### src/rtl/cpu_pkg.sv
// ---------------------------------------------------------------------------
// cpu_pkg
//   Shared definitions for the 5-stage RISC-V core: ALU control codes used by
//   the EX stage and the state encoding of the multiply sequencer.
//   No ports (package).
// ---------------------------------------------------------------------------
package cpu_pkg;

   // ALU control codes driven by the decoder into EX
   localparam logic [3:0] AND_OP = 4'd0;
   localparam logic [3:0] OR_OP  = 4'd1;
   localparam logic [3:0] ADD_OP = 4'd2;
   localparam logic [3:0] XOR_OP = 4'd3;
   localparam logic [3:0] SLL_OP = 4'd4;
   localparam logic [3:0] SRL_OP = 4'd5;
   localparam logic [3:0] SUB_OP = 4'd6;
   localparam logic [3:0] SLT_OP = 4'd7;
   localparam logic [3:0] MUL_OP = 4'd8;

   typedef enum logic [1:0] {
      IDLE = 2'd0,
      WAIT = 2'd1,
      DONE = 2'd2
   } mul_seq_state_t;

   // A multiply request is a real EX instruction carrying the MUL code that
   // is not being flushed this cycle.
   function automatic logic is_mul_req(input logic valid, input logic [3:0] ctrl,
                                       input logic kill);
      return valid & (ctrl == MUL_OP) & ~kill;
   endfunction

endpackage

### src/rtl/mul_result_cache.sv
// ---------------------------------------------------------------------------
// mul_result_cache
//   Single-entry last-operand tag for the multiply sequencer. Remembers the
//   operands and low-half product of the most recently completed MUL so an
//   identical MUL can skip the multiplier. The entry is invalid only after
//   reset; once written it stays valid and is overwritten on every write.
// Ports
//   clk, rst_n            clock / synchronous active-low reset
//   wr_en                 write the entry (one pulse per completed MUL)
//   wr_a, wr_b, wr_result operands and result to store
//   lookup_a, lookup_b    operands currently in EX
//   hit                   entry valid and both operands match
//   hit_result            stored result
// ---------------------------------------------------------------------------
module mul_result_cache #(
   parameter int DATA_W = 32
) (
   input  logic              clk,
   input  logic              rst_n,
   input  logic              wr_en,
   input  logic [DATA_W-1:0] wr_a,
   input  logic [DATA_W-1:0] wr_b,
   input  logic [DATA_W-1:0] wr_result,
   input  logic [DATA_W-1:0] lookup_a,
   input  logic [DATA_W-1:0] lookup_b,
   output logic              hit,
   output logic [DATA_W-1:0] hit_result
);

   logic [DATA_W-1:0] tag_a_q, tag_a_d;
   logic [DATA_W-1:0] tag_b_q, tag_b_d;
   logic [DATA_W-1:0] tag_r_q, tag_r_d;
   logic              tag_v_q, tag_v_d;

   always_comb begin
      tag_a_d = tag_a_q;
      tag_b_d = tag_b_q;
      tag_r_d = tag_r_q;
      tag_v_d = tag_v_q;
      if (wr_en) begin
         tag_a_d = wr_a;
         tag_b_d = wr_b;
         tag_r_d = wr_result;
         tag_v_d = 1'b1;
      end
   end

   always_ff @(posedge clk) begin
      if (!rst_n) begin
         tag_a_q <= '0;
         tag_b_q <= '0;
         tag_r_q <= '0;
         tag_v_q <= 1'b0;
      end else begin
         tag_a_q <= tag_a_d;
         tag_b_q <= tag_b_d;
         tag_r_q <= tag_r_d;
         tag_v_q <= tag_v_d;
      end
   end

   assign hit        = tag_v_q && (lookup_a == tag_a_q) && (lookup_b == tag_b_q);
   assign hit_result = tag_r_q;

endmodule

### src/rtl/mul_sequencer.sv
// ---------------------------------------------------------------------------
// mul_sequencer
//   Drives the fixed-latency multiplier for the EX stage. A MUL seen in EX
//   (IDLE) stalls the front of the pipe, launches the multiplier with
//   registered operands, waits MUL_LATENCY cycles, captures the low half of
//   the product and presents it for exactly one cycle (DONE) while the
//   pipeline advances. A flush while waiting abandons the operation.
//
//   Optional feature macro: MUL_RESULT_CACHE_EN
//     When defined, a repeat of the last completed MUL (same operands) is
//     answered from a one-entry tag with a single stall cycle and no launch.
//
// Ports
//   clk, rst_n        clock / synchronous active-low reset
//   ex_valid          EX holds a real instruction
//   ex_alu_ctrl       ALU control code of the EX instruction
//   ex_op_a, ex_op_b  forwarded operands
//   flush             branch/jump flush of EX
//   mul_start         one-cycle launch pulse to the multiplier
//   mul_a, mul_b      registered multiplier operands
//   mul_p             multiplier product (low DATA_W bits used)
//   stall             freeze IF/ID/EX, bubble into MEM
//   mul_result        captured product, stable while mul_valid
//   mul_valid         EX selects mul_result this cycle
// ---------------------------------------------------------------------------
module mul_sequencer
   import cpu_pkg::*;
#(
   parameter int DATA_W      = 32,
   parameter int MUL_LATENCY = 4
) (
   input  logic                clk,
   input  logic                rst_n,
   input  logic                ex_valid,
   input  logic [3:0]          ex_alu_ctrl,
   input  logic [DATA_W-1:0]   ex_op_a,
   input  logic [DATA_W-1:0]   ex_op_b,
   input  logic                flush,
   output logic                mul_start,
   output logic [DATA_W-1:0]   mul_a,
   output logic [DATA_W-1:0]   mul_b,
   input  logic [2*DATA_W-1:0] mul_p,
   output logic                stall,
   output logic [DATA_W-1:0]   mul_result,
   output logic                mul_valid
);

   localparam int CNT_W = $clog2(MUL_LATENCY + 1);

   mul_seq_state_t    state_q, state_d;
   logic [CNT_W-1:0]  cnt_q, cnt_d;
   logic              mul_start_q, mul_start_d;
   logic [DATA_W-1:0] mul_a_q, mul_a_d;
   logic [DATA_W-1:0] mul_b_q, mul_b_d;
   logic [DATA_W-1:0] mul_result_q, mul_result_d;
   logic              mul_valid_q, mul_valid_d;

   logic              req;
   logic              stall_raw;
   logic              cache_hit;
   logic              cache_wr;
   logic [DATA_W-1:0] cache_result;

   // Only the low half of the product is architecturally visible.
   logic unused_p_hi;
   assign unused_p_hi = ^mul_p[2*DATA_W-1:DATA_W];

   assign req = is_mul_req(ex_valid, ex_alu_ctrl, flush);

`ifdef MUL_RESULT_CACHE_EN
   mul_result_cache #(
      .DATA_W(DATA_W)
   ) u_cache (
      .clk       (clk),
      .rst_n     (rst_n),
      .wr_en     (cache_wr),
      .wr_a      (mul_a_q),
      .wr_b      (mul_b_q),
      .wr_result (mul_result_q),
      .lookup_a  (ex_op_a),
      .lookup_b  (ex_op_b),
      .hit       (cache_hit),
      .hit_result(cache_result)
   );
`else
   logic unused_cache_wr;
   assign unused_cache_wr = cache_wr;
   assign cache_hit       = 1'b0;
   assign cache_result    = '0;
`endif

   always_comb begin
      state_d      = state_q;
      cnt_d        = cnt_q;
      mul_start_d  = 1'b0;
      mul_a_d      = mul_a_q;
      mul_b_d      = mul_b_q;
      mul_result_d = mul_result_q;
      mul_valid_d  = 1'b0;
      stall_raw    = 1'b0;
      cache_wr     = 1'b0;

      case (state_q)
         IDLE: begin
            stall_raw = req;
            if (req) begin
               // Operands are latched on hits too, so the tag written in
               // DONE always pairs the right operands with the result.
               mul_a_d = ex_op_a;
               mul_b_d = ex_op_b;
               if (cache_hit) begin
                  mul_result_d = cache_result;
                  mul_valid_d  = 1'b1;
                  state_d      = DONE;
               end else begin
                  mul_start_d = 1'b1;
                  cnt_d       = CNT_W'(MUL_LATENCY);
                  state_d     = WAIT;
               end
            end
         end

         WAIT: begin
            if (flush) begin
               // Abandon: the in-flight product is simply never captured.
               cnt_d   = '0;
               state_d = IDLE;
            end else begin
               stall_raw = 1'b1;
               cnt_d     = cnt_q - CNT_W'(1);
               if (cnt_q == CNT_W'(1)) begin
                  mul_result_d = mul_p[DATA_W-1:0];
                  mul_valid_d  = 1'b1;
                  state_d      = DONE;
               end
            end
         end

         DONE: begin
            // EX still holds the finished MUL this cycle, so req is ignored
            // here; flush is ignored as well and the result is presented.
            cache_wr = 1'b1;
            state_d  = IDLE;
         end

         default: begin
            state_d = IDLE;
         end
      endcase
   end

   always_ff @(posedge clk) begin
      if (!rst_n) begin
         state_q      <= IDLE;
         cnt_q        <= '0;
         mul_start_q  <= 1'b0;
         mul_a_q      <= '0;
         mul_b_q      <= '0;
         mul_result_q <= '0;
         mul_valid_q  <= 1'b0;
      end else begin
         state_q      <= state_d;
         cnt_q        <= cnt_d;
         mul_start_q  <= mul_start_d;
         mul_a_q      <= mul_a_d;
         mul_b_q      <= mul_b_d;
         mul_result_q <= mul_result_d;
         mul_valid_q  <= mul_valid_d;
      end
   end

   // Stall is combinational from the request; held low while in reset.
   assign stall      = stall_raw & rst_n;
   assign mul_start  = mul_start_q;
   assign mul_a      = mul_a_q;
   assign mul_b      = mul_b_q;
   assign mul_result = mul_result_q;
   assign mul_valid  = mul_valid_q;

endmodule

### config.mk
export PLATFORM = sky130hd
export DESIGN_NAME = mul_sequencer
export DESIGN_NICKNAME = d
export VERILOG_FILES = /design/src/rtl/cpu_pkg.sv /design/src/rtl/mul_result_cache.sv /design/src/rtl/mul_sequencer.sv
export SDC_FILE = /design/constraint.sdc
export NUM_CORES = 1
export LEC_CHECK = 0
export ABC_AREA = 1
export CAP_MARGIN = 20
export CORE_MARGIN = 2
export CORE_UTILIZATION = 39
export CTS_CLUSTER_DIAMETER = 200
export CTS_CLUSTER_SIZE = 28
export DETAILED_ROUTE_END_ITERATION = 10
export PLACE_DENSITY = 0.85
export SETUP_SLACK_MARGIN = 0.2
export SLEW_MARGIN = 10
export SYNTH_ARGS = -nofsm -noshare
export SYNTH_HDL_FRONTEND = slang
export SYNTH_SLANG_ARGS = --single-unit
### constraint.sdc
create_clock -name clk -period 1.8 [get_ports clk]
set_input_delay 0.18 -clock clk [delete_from_list [all_inputs] [get_ports clk]]
set_output_delay 0.18 -clock clk [all_outputs]
set_load 0.1 [all_outputs]
Word level (Yosys, flattened, before mapping). Index checks and enable logic that the tools add are counted.

Register bits: 103. Latch bits: 0. Bits in writable memories: 0. ROM bits: 0. Input bits: 136. Output and inout port bits: 99. Logic and storage cells: 38. Memories kept: 0.

Add/subtract/negate cells: 1. Multiply operators: 0. Div/mod/pow operators: 0. Order comparisons: 0. Eq/ne operators: 5. Shift operators: 0. Multiplexer cells: 11. Bitwise gates (word level): 6. Reductions and logical operators: 8.

Operators by type and width (number): AND reduction 2 bit (4); 2-to-1 mux 2 bit (3); 2-to-1 mux 3 bit (2); one-hot mux 3 bit (2 select lines) (1); == test 4 bit (second input constant) (1); one-hot mux 2 bit (2 select lines) (1); bitwise AND 1 bit (3); == test 3 x 1 -> 1 bit (second input constant) (1); 2-to-1 mux 1 bit (3); != test 3 bit (second input constant) (1); inverter 1 bit (3); AND reduction 3 bit (1); OR reduction 3 bit (1); subtractor 3 x 1 -> 3 bit (second input constant) (1); == test 2 x 1 -> 1 bit (second input constant) (1); zero test 2 bit (1); != test 2 bit (second input constant) (1); one-hot mux 1 bit (2 select lines) (1); nonzero test 2 bit (1).

Logic depth before layout (Yosys ltp). Gate-level depths: netlist of run 1.

Word-level depth: 5. Mapped depth: 8. Mapped depth without buffers: 7.

Least setup slack after synthesis of run 1. OpenSTA, ideal clock, no wires.

Kind: register -> output. From: register state_q[1]. To: output port stall. Arrival time: 2307 ps. Required time: 1620 ps. Setup slack: -687 ps. Cell stages (with the launch flop): 5. Path buffers: 1. Path through: dfxtp_1 > nor2_2 > nand4_2 > buf_2 > a21oi_1.

Longest elaborated chain between the ends: 3. Elaborated cells on any way between the ends: 4. Those cells by class: eq/ne: 1; mux: 1; bitwise: 1; reduce/logical: 1.

RTL lines: start: declaration (line mul_sequencer.sv:50) `mul_seq_state_t state_q, state_d;`; start signal: assignment (line mul_sequencer.sv:162) `state_q <= state_d;`; == test 2 x 1 -> 1 bit / zero test 2 bit (equally long branches) (line mul_sequencer.sv:103) `case (state_q)`; one-hot mux 1 bit (2 select lines) (*) (line mul_sequencer.sv:103); bitwise AND 1 bit (*) (line mul_sequencer.sv:173) `assign stall = stall_raw & rst_n;`; end: declaration (line mul_sequencer.sv:43) `output logic stall,`.

Every way passes the cells marked *; elsewhere a longest branch is shown, timed or not.

Final worst setup path of run 1. Ends and elaborated chain as after synthesis.

==> results of run 1 <==
==> flip-flops by register name, summed over array words and instances, names as in the netlist <==
name and cells:
state_q 2, mul_start 1, mul_valid 1, cnt_q 3, mul_result 32, mul_a 32
mul_b 32
==> metrics by stage <==
step                power, mW  utilization [%]  instances  setup slack (ns)  cell area [um2]
floorplan                2.59                -        466             0.210             3700
global placement         2.86             60.2        756             0.228             5540
detailed placement       2.87             60.2        756             0.165             5540
CTS                      4.10             62.0        770             0.220             5700
global route             4.23             62.2        770             0.203             5720
finish                   4.06             62.2        770             0.292             5720
==> routing by layer <==
layer  routed length, um  part of all wire, %  global-route usage, %
met4                 102                  1.0                   5.93
met3                 851                  8.5                   4.97
met2                5020                   50                   34.2
met5                   0                    0                      0
met1                4080                   41                   20.5
==> cell families (layout without fill, tap and decap cells) <==
logic type                 Yosys count  in the layout  synth area share [%]
adders and majority gates            2              2                 0.678
AOI/OAI and AO/OA                  102            102                  13.8
and+or+nand+nor                    217            217                  23.1
DFF                                103            103                  55.8
buffers and inverters               42            235                  6.57
==> how the worst max path moves through the flow <==
stage	startpoint	to	slack (ns)	depth (start not counted)
CTS	state_q[1]	stall	0.22	4
global placement	ex_alu_ctrl[1]	mul_a[4]	0.23	6
detailed placement	ex_alu_ctrl[1]	mul_a[28]	0.17	6
global route	state_q[0]	stall	0.20	5
finish	state_q[1]	stall	0.29	4
floorplan	state_q[1]	stall	0.21	4
==> power by group through the flow <==
stage / combinational (mW) / sequential (mW) / clock (mW)
3_3_place_gp: 0.500 / 2.36 / 0
6_report: 0.510 / 2.31 / 1.25
4_1_cts: 0.509 / 2.31 / 1.29
3_5_place_dp: 0.507 / 2.36 / 0
2_1_floorplan: 0.0976 / 2.49 / 0
5_1_grt: 0.541 / 2.31 / 1.38
==> placed cells by master, fill, tap and decap left out <==
cell	instances
clkinvlp_4	2
clkbuf_1	1
a21oi_1	3
o21ai_0	82
nor3_1	1
ha_1	2
nand3_1	2
nor2_1	199
inv_1	9
buf_12	5
buf_2	1
clkdlybuf4s50_1	102
dfxtp_2	2
nor2_4	4
inv_6	2
dfxtp_1	101
nor2_2	2
inv_2	2
buf_4	102
a21oi_4	1
nand4_4	1
nand2_1	7
clkbuf_8	9
nand2_4	1
o21ai_1	16
==> cells in the mapped netlist <==
| master | n | area (um2) |
|---|---|---|
| a21oi_1 | 4 | 20.0 |
| buf_1 | 2 | 7.51 |
| buf_2 | 3 | 15.0 |
| buf_4 | 3 | 22.5 |
| buf_6 | 9 | 101 |
| clkbuf_1 | 12 | 45.0 |
| clkbuf_2 | 2 | 10.0 |
| dfxtp_1 | 103 | 2060 |
| ha_1 | 2 | 25.0 |
| inv_1 | 9 | 33.8 |
| inv_2 | 2 | 7.51 |
| nand2_1 | 7 | 26.3 |
| nand2_2 | 1 | 6.26 |
| nand3_1 | 2 | 10.0 |
| nand4_2 | 1 | 12.5 |
| nor2_1 | 200 | 751 |
| nor2_2 | 3 | 18.8 |
| nor2_4 | 2 | 22.5 |
| nor3_1 | 1 | 5.00 |
| o21ai_0 | 82 | 410 |
| o21ai_1 | 16 | 80.1 |
==> area by class of cell <==
| type | count | area, um2 |
|---|---|---|
| flip-flops and latches | 103 | 2060 |
| multi-input cells | 321 | 1430 |
| repair buffers | 210 | 1890 |
| clock buffers | 10 | 128 |
| inverters | 11 | 41.3 |
| well taps | 111 | 139 |
| fillers | 780 | 3470 |
| clock inverters | 4 | 32.5 |
==> repair_timing <==
item | 4_1_cts | 5_1_grt
gates cloned | 0 | 0
setup endpoints to repair | 1 | 1
resized for setup | 0 | 6
pin swaps | 1 | 3
endpoints found under the hold margin | 0 | 0
==> tightest hold or removal path: cells and delay by family <==
kind,cells,cell delay (ns)
AOI/OAI and AO/OA,1,0.06
buffers and inverters,2,0.32
==> results.txt, run 1 <==
Status = finished, final reports clean
# IOs = 235
Placer's final routability congestion estimate = 0.734
CP Class = reg -> out
Slowest stage delay, CP = 0.36 ns
First-iteration detailed-routing DRC count = 106
Via/cell ratio = 4.74
Global route overflow = 0
Gr usage total = 18.5%
Sw frac = 24.9%
Root Driver = clkbuf_8
# rows = 35
Leakage Power = 2.47 nW
Slew @ Worst Pin = 0.317 ns
WHS = 0.254 ns
Cells along the critical path = nor2_4 > nand4_4 > a21oi_4 > buf_12
# Post-CTS Setup Buffers = 0
Final ANT Viol Nets = 0
Htree depth = 3
Setup TNS = 0 ns
CP max FO = 3
Hold path depth = 3
Initial antenna violation count = 0
CP top delay family = flip-flops
DIE WIDTH = 101 um
N_diodes = 0
Maxcap violations = 0
Largest net degree at the start of global routing = 71
Worst r2r src = cnt_q[0]
Hold Vio Cnt, Final = 0
Die Height = 101 um
Post-Syn Area = 0.00369 mm2
Routed vias = 3651
Number of setup violations in the final report = 0
PwrDens = 710 mW/mm2
Max VDD drop = 0.415 mV
CTS Buf Count = 9
Clock skew = 0.0111 ns
Mean Syn Cell Area = 7.92 um2
CTS max path bufs = 2
Reg2Reg Depth = 6
Max-slew headroom = 78.9%
Sequential share of power = 56.7%
Synth-to-Final Area Change = 55.0%
Clock Power Share = 30.7%
Upper clock frequency limit = 0.663 GHz
YS warnings = 0
RSZ-0062 raised after global routing = false
CP Data Required Time = 1.62 ns
# hold bufs at CTS = 0
CTS sink cnt = 103
Core area = 0.00920 mm2
Psw = 1.01 mW
CP max-delay cell = dfxtp_2
Initial core utilization = 40.1%
HP Class = in -> reg
Layout cells sized above 1 = 20.3%
Syn Inst Count = 466
Min-Delay Startpoint = rst_n
Layout Nets = 794
Syn Nets = 604
I/O Buffers = 202
Reg-to-reg setup timing slack = 0.41 ns
Clock slew at reported path FFs = 0.10 ns
Register bit total from synthesis = 103
Routed length per instance = 13.1 um
WP data arrival = 1.33 ns
Yosys cell types = 21
Internal = 3.05 mW
Worst setup EP type = primary output
Period utilisation layout = 83.8%
Detailed Routing Iterations Pass 1 = 4
CTS tree = yes
First-pass GRT wire length = 15400 um
Crit path launch type = register
Sequential fraction of the synthesis area = 55.8%
R2r endpoint = mul_result[3]
Detail Placement HPWL = 7420 um
Hold EP = state_q[0]
Comb pwr share = 12.5%
# DRC = 0
Total die area = 0.0103 mm2
Detailed Route WL = 10000 um
Pins Over Slew Limit = 0
Vias in the first global route = 3447
CP Buf/Inv Count = 1
Clock latency on the worst-skew pair = 0.34 ns
Period minus WS final = 1.51 ns
(Power assumes the default switching activity.)
==> run 2, diff against run 1 <==
--- a/config.mk
+++ b/config.mk
@@ -8,11 +8,11 @@
 export ABC_AREA = 1
 export CAP_MARGIN = 20
 export CORE_MARGIN = 2
-export CORE_UTILIZATION = 39
+export CORE_UTILIZATION = 36
 export CTS_CLUSTER_DIAMETER = 200
 export CTS_CLUSTER_SIZE = 28
 export DETAILED_ROUTE_END_ITERATION = 10
-export PLACE_DENSITY = 0.85
+export PLACE_DENSITY = 0.79
 export SETUP_SLACK_MARGIN = 0.2
 export SLEW_MARGIN = 10
 export SYNTH_ARGS = -nofsm -noshare
==> constraint.sdc (replaced) <==
create_clock -name clk -period 1.5 [get_ports clk]
set_input_delay 0.15 -clock clk [delete_from_list [all_inputs] [get_ports clk]]
set_output_delay 0.15 -clock clk [all_outputs]
set_load 0.1 [all_outputs]
==> results.txt, run 2 (synthesized netlist as in run 1, its figures left out) <==
Period minus WS final = 1.55 ns
Pins Over Slew Limit = 0
WP data arrival = 1.84 ns
Detailed Routing Iterations Pass 1 = 4
Layout Cells excl Fill = 827
Largest net degree at the start of global routing = 57
Hold Vio Cnt, Final = 0
CP max FO = 5
Maxcap violations = 0
Vias in the first global route = 4021
Routed vias = 4062
CP Data Required Time = 1.78 ns
I/O Buffers = 202
Synth-to-Final Area Change = 111%
Layout cells sized above 1 = 32.4%
Detailed Route WL = 14200 um
Routed length per instance = 17.2 um
CP Class = reg -> reg
Slew @ Worst Pin = 0.332 ns
Clock slew at reported path FFs = 0.10 ns
N_diodes = 0
Initial antenna violation count = 0
# rows = 36
# DRC = 0
Gr usage total = 22.4%
Initial core utilization = 37.4%
Overall power = 5.33 mW
Setup TNS = -0.243 ns
DP Area = 0.00688 mm2
Slowest stage delay, CP = 0.39 ns
Clock skew = 0.0132 ns
Post-route cell area = 0.00778 mm2
DIE WIDTH = 105 um
Final ANT Viol Nets = 0
Worst r2r src = state_q[0]
First-iteration detailed-routing DRC count = 143
Htree depth = 3
CTS Buf Count = 9
CTS max path bufs = 2
Status = complete, but fails checks
Critical path origin = state_q[0]
Detail Placement HPWL = 8950 um
First-pass GRT wire length = 19900 um
CTS tree = yes
Upper clock frequency limit = 0.644 GHz
Die Height = 105 um
Reg2Reg Depth = 11
# IOs = 235
DP Cell Count = 787
Final core utilization = 78.9%
Final setup margin = -0.0537 ns
Clock latency on the worst-skew pair = 0.36 ns
Number of setup violations in the final report = 15
Reg-to-reg setup timing slack = -0.05 ns
Max VDD drop = 0.518 mV
WHS = 0.237 ns
CTS sink cnt = 103
Cells along the critical path = inv_4 > nor2_4 > nand2_2 > buf_6 > buf_6 > nor2_4 > buf_12 > buf_12 > buf_16 > o21ai_2 > nor2_1
Leakage Power = 3.06 nW
Worst setup EP type = register
# hold bufs at CTS = 0
PwrDens = 685 mW/mm2
Via/cell ratio = 4.91
Commonest non-fill, non-tap cell in the layout = nor2_1
Placer's final routability congestion estimate = 0.754
Worst setup path end = mul_result[5]
RSZ-0062 raised after global routing = true
R2r endpoint = mul_result[5]
Failing checks = negative setup slack
Global route overflow = 0
Fillers = 583
HP Class = in -> reg
CP max-delay cell = dfxtp_4
Crit path launch type = register
Period utilisation layout = 104%
Setup WS pre-CTS = -0.134 ns
Most frequent cells in the layout = 189 x nor2_1, 109 x buf_12, 102 x clkdlybuf4s50_1
Core area = 0.00986 mm2
Total die area = 0.0111 mm2
Layout Nets = 827
Max-slew headroom = 77.9%
Root Driver = clkbuf_8
run 2: worst min path at each step:
stage                     startpoint       endpoint  cells past startpoint
after floorplan             mul_p[0]  mul_result[0]                      2
after global placement      cnt_q[0]       cnt_q[0]                      1
after detailed placement    cnt_q[0]       cnt_q[0]                      1
after CTS                      rst_n     state_q[1]                      3
after global routing           rst_n      mul_valid                      3
final                          rst_n      mul_valid                      3
run 2: power by group:
part	internal, mW	total (mW)	switching (mW)	leakage, nW
Sequential	2.75	2.78	0.0252	0.832
Clock	0.827	1.80	0.970	0.103
Combinational	0.396	0.756	0.360	2.13
run 2: what timing repair did:
item	4_1_cts	5_1_grt
gates cloned	2	10
setup endpoints to repair	32	102
gates resized for setup	92	77
setup buffers	9	3
pin swaps	19	21
run 2: layout make-up:
cell class              instances  area (um2)  area share (%)
repair buffers                243        3670            47.1
flip-flops and latches        103        2070            26.6
multi-input cells             321        1620            20.9
well taps                     133         166            2.14
clock buffers                  10         138            1.77
clock inverters                 6        68.8           0.885
inverters                      11        48.8           0.627
run 2: routing by layer:
layer  vias up  wire, um  track usage, %
met4         0       398            8.00
met2       187      7780            41.5
met1      1911      4840            23.8
li1       1935         -               -
met5         -         0               0
met3        29      1190            7.11
run 2: critical path: cells and delay by family, from the launching register on:
| family | cells | cell delay, ns |
|---|---|---|
| simple gates | 4 | 0.41 |
| flops | 1 | 0.39 |
| buf+inv | 6 | 0.65 |
| compound gates | 1 | 0.04 |
